[config.mk]
export PLATFORM = sky130hd
export DESIGN_NAME = exp_series_engine
export DESIGN_NICKNAME = d
export VERILOG_FILES = /design/src/rtl/exp_series_engine.sv
export SDC_FILE = /design/constraint.sdc
export NUM_CORES = 1
export LEC_CHECK = 0
export CORE_MARGIN = 1.5
export CORE_UTILIZATION = 45
export DETAILED_ROUTE_END_ITERATION = 6
export PLACE_DENSITY = 0.66
export SKIP_CTS_REPAIR_TIMING = 1
export SYNTH_ARGS = -nofsm -noshare
export SYNTH_HDL_FRONTEND = slang
export SYNTH_SLANG_ARGS = --single-unit
[constraint.sdc]
create_clock -name clk -period 12.75 [get_ports clk]
set_clock_uncertainty 0.1 [all_clocks]
set_input_delay 2.55 -clock clk [delete_from_list [all_inputs] [get_ports clk]]
set_output_delay 2.55 -clock clk [all_outputs]
set_load 0.03 [all_outputs]
[src/rtl/exp_series_engine.sv]
// Iterative Taylor-series evaluator for e^x (x in Q0.16, result in Q2.16).
// Each term alternates a multiply by x and a multiply by 1/i taken from an external reciprocal LUT.
module exp_series_engine #(
    parameter int N_TERMS = 8
) (
    input  logic        clk,
    input  logic        rst,
    input  logic        start,
    input  logic [15:0] x_in,
    input  logic [15:0] lut_data,
    output logic [3:0]  lut_adr,
    output logic        busy,
    output logic        done,
    output logic [17:0] result
);

    typedef enum logic [1:0] {
        IDLE  = 2'd0,
        MUL_X = 2'd1,
        MUL_R = 2'd2
    } state_t;

    localparam logic [3:0] LAST_IDX = 4'(N_TERMS - 1);

    state_t      state_q;
    logic [3:0]  i_q;
    logic [15:0] x_q;
    logic [16:0] term_q;
    logic [17:0] sum_q;
    logic [17:0] result_q;
    logic        done_q;
    logic        busy_q;

    logic [32:0] prod_x;
    logic [32:0] prod_r;
    logic [16:0] term_x_d;
    logic [16:0] term_r_d;
    logic [17:0] sum_d;

    // Both products are 17x16; keeping bits [32:16] is the truncating >>16.
    assign prod_x   = 33'(term_q) * 33'(x_q);
    assign prod_r   = 33'(term_q) * 33'(lut_data);
    assign term_x_d = prod_x[32:16];
    assign term_r_d = prod_r[32:16];
    assign sum_d    = sum_q + {1'b0, term_r_d};

    always_ff @(posedge clk) begin
        if (rst) begin
            state_q  <= IDLE;
            i_q      <= 4'd0;
            x_q      <= 16'd0;
            term_q   <= 17'd0;
            sum_q    <= 18'd0;
            result_q <= 18'd0;
            done_q   <= 1'b0;
            busy_q   <= 1'b0;
        end else begin
            done_q <= 1'b0;
            case (state_q)
                IDLE: begin
                    if (start) begin
                        x_q     <= x_in;
                        term_q  <= 17'h10000;
                        sum_q   <= 18'h10000;
                        i_q     <= 4'd0;
                        busy_q  <= 1'b1;
                        state_q <= MUL_X;
                    end
                end
                MUL_X: begin
                    term_q  <= term_x_d;
                    state_q <= MUL_R;
                end
                MUL_R: begin
                    term_q <= term_r_d;
                    sum_q  <= sum_d;
                    if (i_q == LAST_IDX) begin
                        result_q <= sum_d;
                        done_q   <= 1'b1;
                        busy_q   <= 1'b0;
                        state_q  <= IDLE;
                    end else begin
                        i_q     <= i_q + 4'd1;
                        state_q <= MUL_X;
                    end
                end
                default: begin
                    busy_q  <= 1'b0;
                    state_q <= IDLE;
                end
            endcase
        end
    end

    // The LUT answers in the same cycle, so the address follows the registered state directly.
    assign lut_adr = (state_q == MUL_R) ? i_q : 4'd0;
    assign busy    = busy_q;
    assign done    = done_q;
    assign result  = result_q;

endmodule

## Yosys cells after proc, flatten, opt, wreduce, memory -nomap -nowiden

Index checks and enable logic that the tools add are counted.

- Flip-flop bits (word level): 77
- Bits of input ports: 35
- Output and inout bits: 24
- Logic and storage cells: 45

- Add/subtract/negate cells: 2
- Multipliers: 2
- Eq/ne operators: 6
- Multiplexer cells: 15
- Bitwise operators: 2
- Reductions and logical operators: 10

Operator list:

| cell | number |
|---|---|
| $mul 17x16->33 | 2 |
| $pmux 17 s3 | 1 |
| $pmux 18 s2 | 1 |
| $add 18x17->18 | 1 |
| $mux 18 | 1 |
| $mux 17 | 1 |
| $mux 4 | 3 |
| $pmux 4 s2 | 1 |
| $reduce_and 2->1 | 4 |
| $ne 2x2->1 const B | 3 |
| $pmux 2 s3 | 1 |
| $reduce_and 3->1 | 2 |
| $add 4x1->4 const B | 1 |
| $eq 4x3->1 const B | 1 |
| $mux 1 | 4 |
| $pmux 1 s3 | 1 |
| $reduce_bool 3->1 | 1 |
| $eq 2x1->1 const B | 1 |
| $eq 2x2->1 const B | 1 |
| $logic_not 2->1 | 1 |
| $mux 2 | 1 |
| $not 1->1 | 2 |
| $reduce_bool 2->1 | 1 |
| $reduce_or 2->1 | 1 |

## Depth between registers and ports, before layout

Gate-level depths: netlist of the first run.

- Depth in word-level cells: 3
- Mapped depth: 33
- Mapped depth without buffers: 32

## Least setup slack after synthesis of the first run

No wires, ideal clock.

- Path type: in2reg
- From: input lut_data[7]
- To: register result_q[17] (netlist: result[17])
- Library setup time: 0.070 ns
- Arrival time: 9.871 ns
- Data required time: 12.580 ns
- Setup slack: 2.709 ns
- Cell stages on the path: 31
- Path buffers: 2
- Path through: clkbuf_1 clkbuf_1 nand2_1 fa_1 inv_1 fa_1 fa_1 fa_1 fa_1 inv_1 fa_1 inv_1 ha_1 a21o_1 a221oi_2 and3b_1 o211a_1 nor3_2 or2_2 a21oi_1 xnor2_1 ha_1 a21o_1 a21o_1 a22oi_1 and3_1 o21ai_0 o41ai_1 xnor2_1 nand2_1 a21oi_1

- Cells in the longest elaborated chain, start to end: 2

Ends and longest elaborated chain:

| element | RTL line | RTL |
|---|---|---|
| start, declared | 10 | `input logic [15:0] lut_data,` |
| $mul 17x16->33 | 42 | `assign prod_r = 33'(term_q) * 33'(lut_data);` |
| $add 18x17->18 | 45 | `assign sum_d = sum_q + {1'b0, term_r_d};` |
| end signal, assigned | 78 | `result_q <= sum_d;` |
| end, declared | 30 | `logic [17:0] result_q;` |

Every way passes these cells.
A chain may end at the register's enable or synchronous reset.

## Worst setup path after layout of the first run

Same ends and word-level chain as after synthesis.

==> summary.md, run 1 <==
| Metric | Value |
|---|---|
| Run status | finished, final reports clean |
| R2r setup slk | 3650 ps |
| Worst-margin pin slew | 1147 ps |
| Worst setup SP type | input port |
| Final period utilization | 86.53% |
| Crit-path max FO | 17 |
| RSZ-0062 raised after global routing | false |
| IO Port Bufs | 58 |
| IO Count | 59 |
| Antenna-violating nets left | 0 |
| Worst path required time | 12930 ps |
| Worst R2R End | result[17] |
| Clock sinks | 77 |
| Post-synthesis cell type count | 66 |
| Initial antenna violation count | 0 |
| P_leak | 0.01080 µW |
| Worst Hold Class | reg2reg |
| Final Wtd Congestion | 0.9197 |
| Global-route wire length before repair | 91460 µm |
| Largest cells by area after synthesis | fa_1, ha_1, inv_1, nand2_1, dfxtp_1 |
| Number of synthesized flops with an enable pin | 0 |
| Setup TNS | 0 ps |
| Most used cell, CP | fa_1 |
| VDD IR-drop max | 0.00007220 V |
| Gate Count Post-Synth | 2403 |
| Pre-Repair DR Iteration Count | 5 |
| Design Area, Final | 22040 µm² |
| Most frequent cell after synthesis | inv_1 |
| Buf/Inv on CP | 4 |
| Crit path time final | 11030 ps |
| Vias in the first global route | 17740 |
| CTS Buffer Depth | 2 |
| Worst Setup Path Type | in2reg |
| Mapped Area | 20710 µm² |
| FF-to-FF path depth | 29 |
| Nets | 3048 |
| Clock Latency Late Sink | 370 ps |
| Relative slew margins | 23.25% |
| # setup viols final | 0 |
| Final Hold Fails | 0 |
| GRT Util Overall | 24.45% |
| Area growth syn-to-layout | 6.403% |
| Slowest-stage cell, CP | clkdlybuf4s50_1 |
| Num rows | 78 |
| Drt total wl | 54890 µm |
| Worst-path clk slew | 60 ps |
| Top cells by count, synth | inv_1, nand2_1, fa_1 |
| Crit end category | flip-flop |
| Data arrival, critical path | 11210 ps |
| Area after DPL | 21720 µm² |
| WHS Path Cells | 2 |
| Chip width | 217.5 µm |
| Register area share after synthesis | 7.442% |
| Die height | 217.5 µm |
| TritonCTS clock tree | built |
| Syn_nets | 3079 |
| Hold path startpoint | result[1] |
| Root Driver | clkbuf_16 |
| Via Count | 15990 |
| Max-slew violations | 0 |
| DP HPWL | 42210 µm |
| Overflow after GRT | 0 |
| R2R Path Start | term_q[6] |
| Max Cap Viol | 0 |
| Placed Cells | 2961 |
| Fin cells | 2977 |
| DRC | 0 |
| # diodes | 0 |
| Starting Density | 45.64% |
| Share of flip-flops with an asynchronous set or reset | 0% |
| Synth warnings | 0 |
| Hold endpoint | result[1] |
| Crit path largest cell delay | 1010 ps |
| P per Cell Area | 35.06 nW/µm² |
| Largest net degree at the start of global routing | 63 |
| Synth Flop Type | dfxtp_1 |
| Synth top area share | 40.11% |
| # H-tree levels | 3 |
| Synth Register Bits | 77 |
| CTS buffer count | 9 |
| Fillers | 4368 |
| Drt initial violations | 973 |
| Via/cell ratio | 5.369 |
| Post-synth top area cell | fa_1 |
| Core area | 45380 µm² |
| Fmax | 90.64 MHz |
| Drt wl/cell | 18.44 µm |
| Cell family with most CP delay | adder cells |
| DIE AREA | 47320 µm² |
| Average cell area after synthesis | 8.619 µm² |
| Fraction of layout instances using a drive strength above 1 | 2.482% |
placed cells by master, fill, tap and decap left out, types with 6 or more instances in the layout:
master	instances
clkbuf_16	9
o21ai_0	30
xnor2_1	31
buf_4	19
nand2_1	436
a221o_1	6
nand4_1	12
nor3_1	13
clkdlybuf4s50_1	57
nand3_1	11
o211ai_1	6
xor2_1	17
a22oi_1	24
a21o_1	30
nor2_1	65
a21oi_1	78
and2_1	211
o21a_1	7
inv_1	491
fa_1	415
ha_1	226
a211oi_1	10
and3_1	6
dfxtp_1	76
a31oi_1	6
per-layer routing:
layer / GRT usage, % / wire length, µm
met2: 40.68 / 25940
met4: 5.509 / 1065
met5: 0 / 0
met1: 32.99 / 23690
met3: 4.658 / 4190
sequential cells by signal (all words and copies together), names as in the netlist:
| name | cells |
|---|---|
| result | 18 |
| sum_q | 18 |
| term_q | 17 |
| x_q | 16 |
| i_q | 4 |
| state_q | 2 |
| busy | 1 |
| done | 1 |
worst max path at each step:
stage                            from    endpoint  slack [ps]  depth (start not counted)
after floorplan           lut_data[7]  result[17]        2710                         31
after global placement    lut_data[4]  result[17]        1590                         31
after detailed placement  lut_data[1]  result[17]        1440                         29
after CTS                 lut_data[4]  result[17]        1790                         30
after global routing      lut_data[7]  result[17]        1230                         29
final                     lut_data[7]  result[17]        1720                         29
per-stage QoR:
stage,total power (µW),util [%],hold WS [ps],setup slack (ps)
final,772.7,48.56,358.8,1717
after global routing,806.5,48.56,377.8,1233
after CTS,772.6,48.56,363.5,1792
after detailed placement,483.2,47.87,346.5,1437
after global placement,478.5,47.87,347.3,1592
after floorplan,402.2,-,351.6,2709
cell families (layout without fill, tap and decap cells):
family	count (synthesis)	in the layout	share of synthesized area (%)
multiplexers	7	7	0.3504
XOR/XNOR	48	48	2.030
AND/OR/NAND/NOR	783	783	17.58
adder cells (fa/ha/maj)	641	641	53.76
flip-flops	77	77	7.442
AO/OA/AOI/OAI	237	237	7.720
buffers and inverters	610	584	11.11
worst reg2reg max path: cells and delay by family, from the launching register on:
kind,cells,cell delay [ps]
compound gates,9,2350
xor+xnor,2,370
fa+ha+maj,8,3780
buf+inv,4,600
flops,1,930
simple gates,6,880
power by group:
part | internal [µW] | switching [µW]
registers | 247 | 31.5
logic | 71.5 | 133
clock network | 161 | 128
total | 480 | 293
area by class of cell:
cell class | count | area [µm²] | area share [%]
repair buffers | 77 | 718.2 | 3.259
inverters | 491 | 1843 | 8.363
multi-input cells | 1716 | 16870 | 76.55
clock buffers | 10 | 239.0 | 1.084
flip-flops and latches | 77 | 1543 | 7.000
well taps | 600 | 750.7 | 3.406
clock inverters | 6 | 75.07 | 0.3406
No activity file was read; power rests on OpenSTA's default activity.
==> run 2: changes to the inputs <==
SETUP_SLACK_MARGIN = 0.02   (was unset)
==> results of run 2 <==
No change in the layout: final DEF, timing and power equal those of run 1.
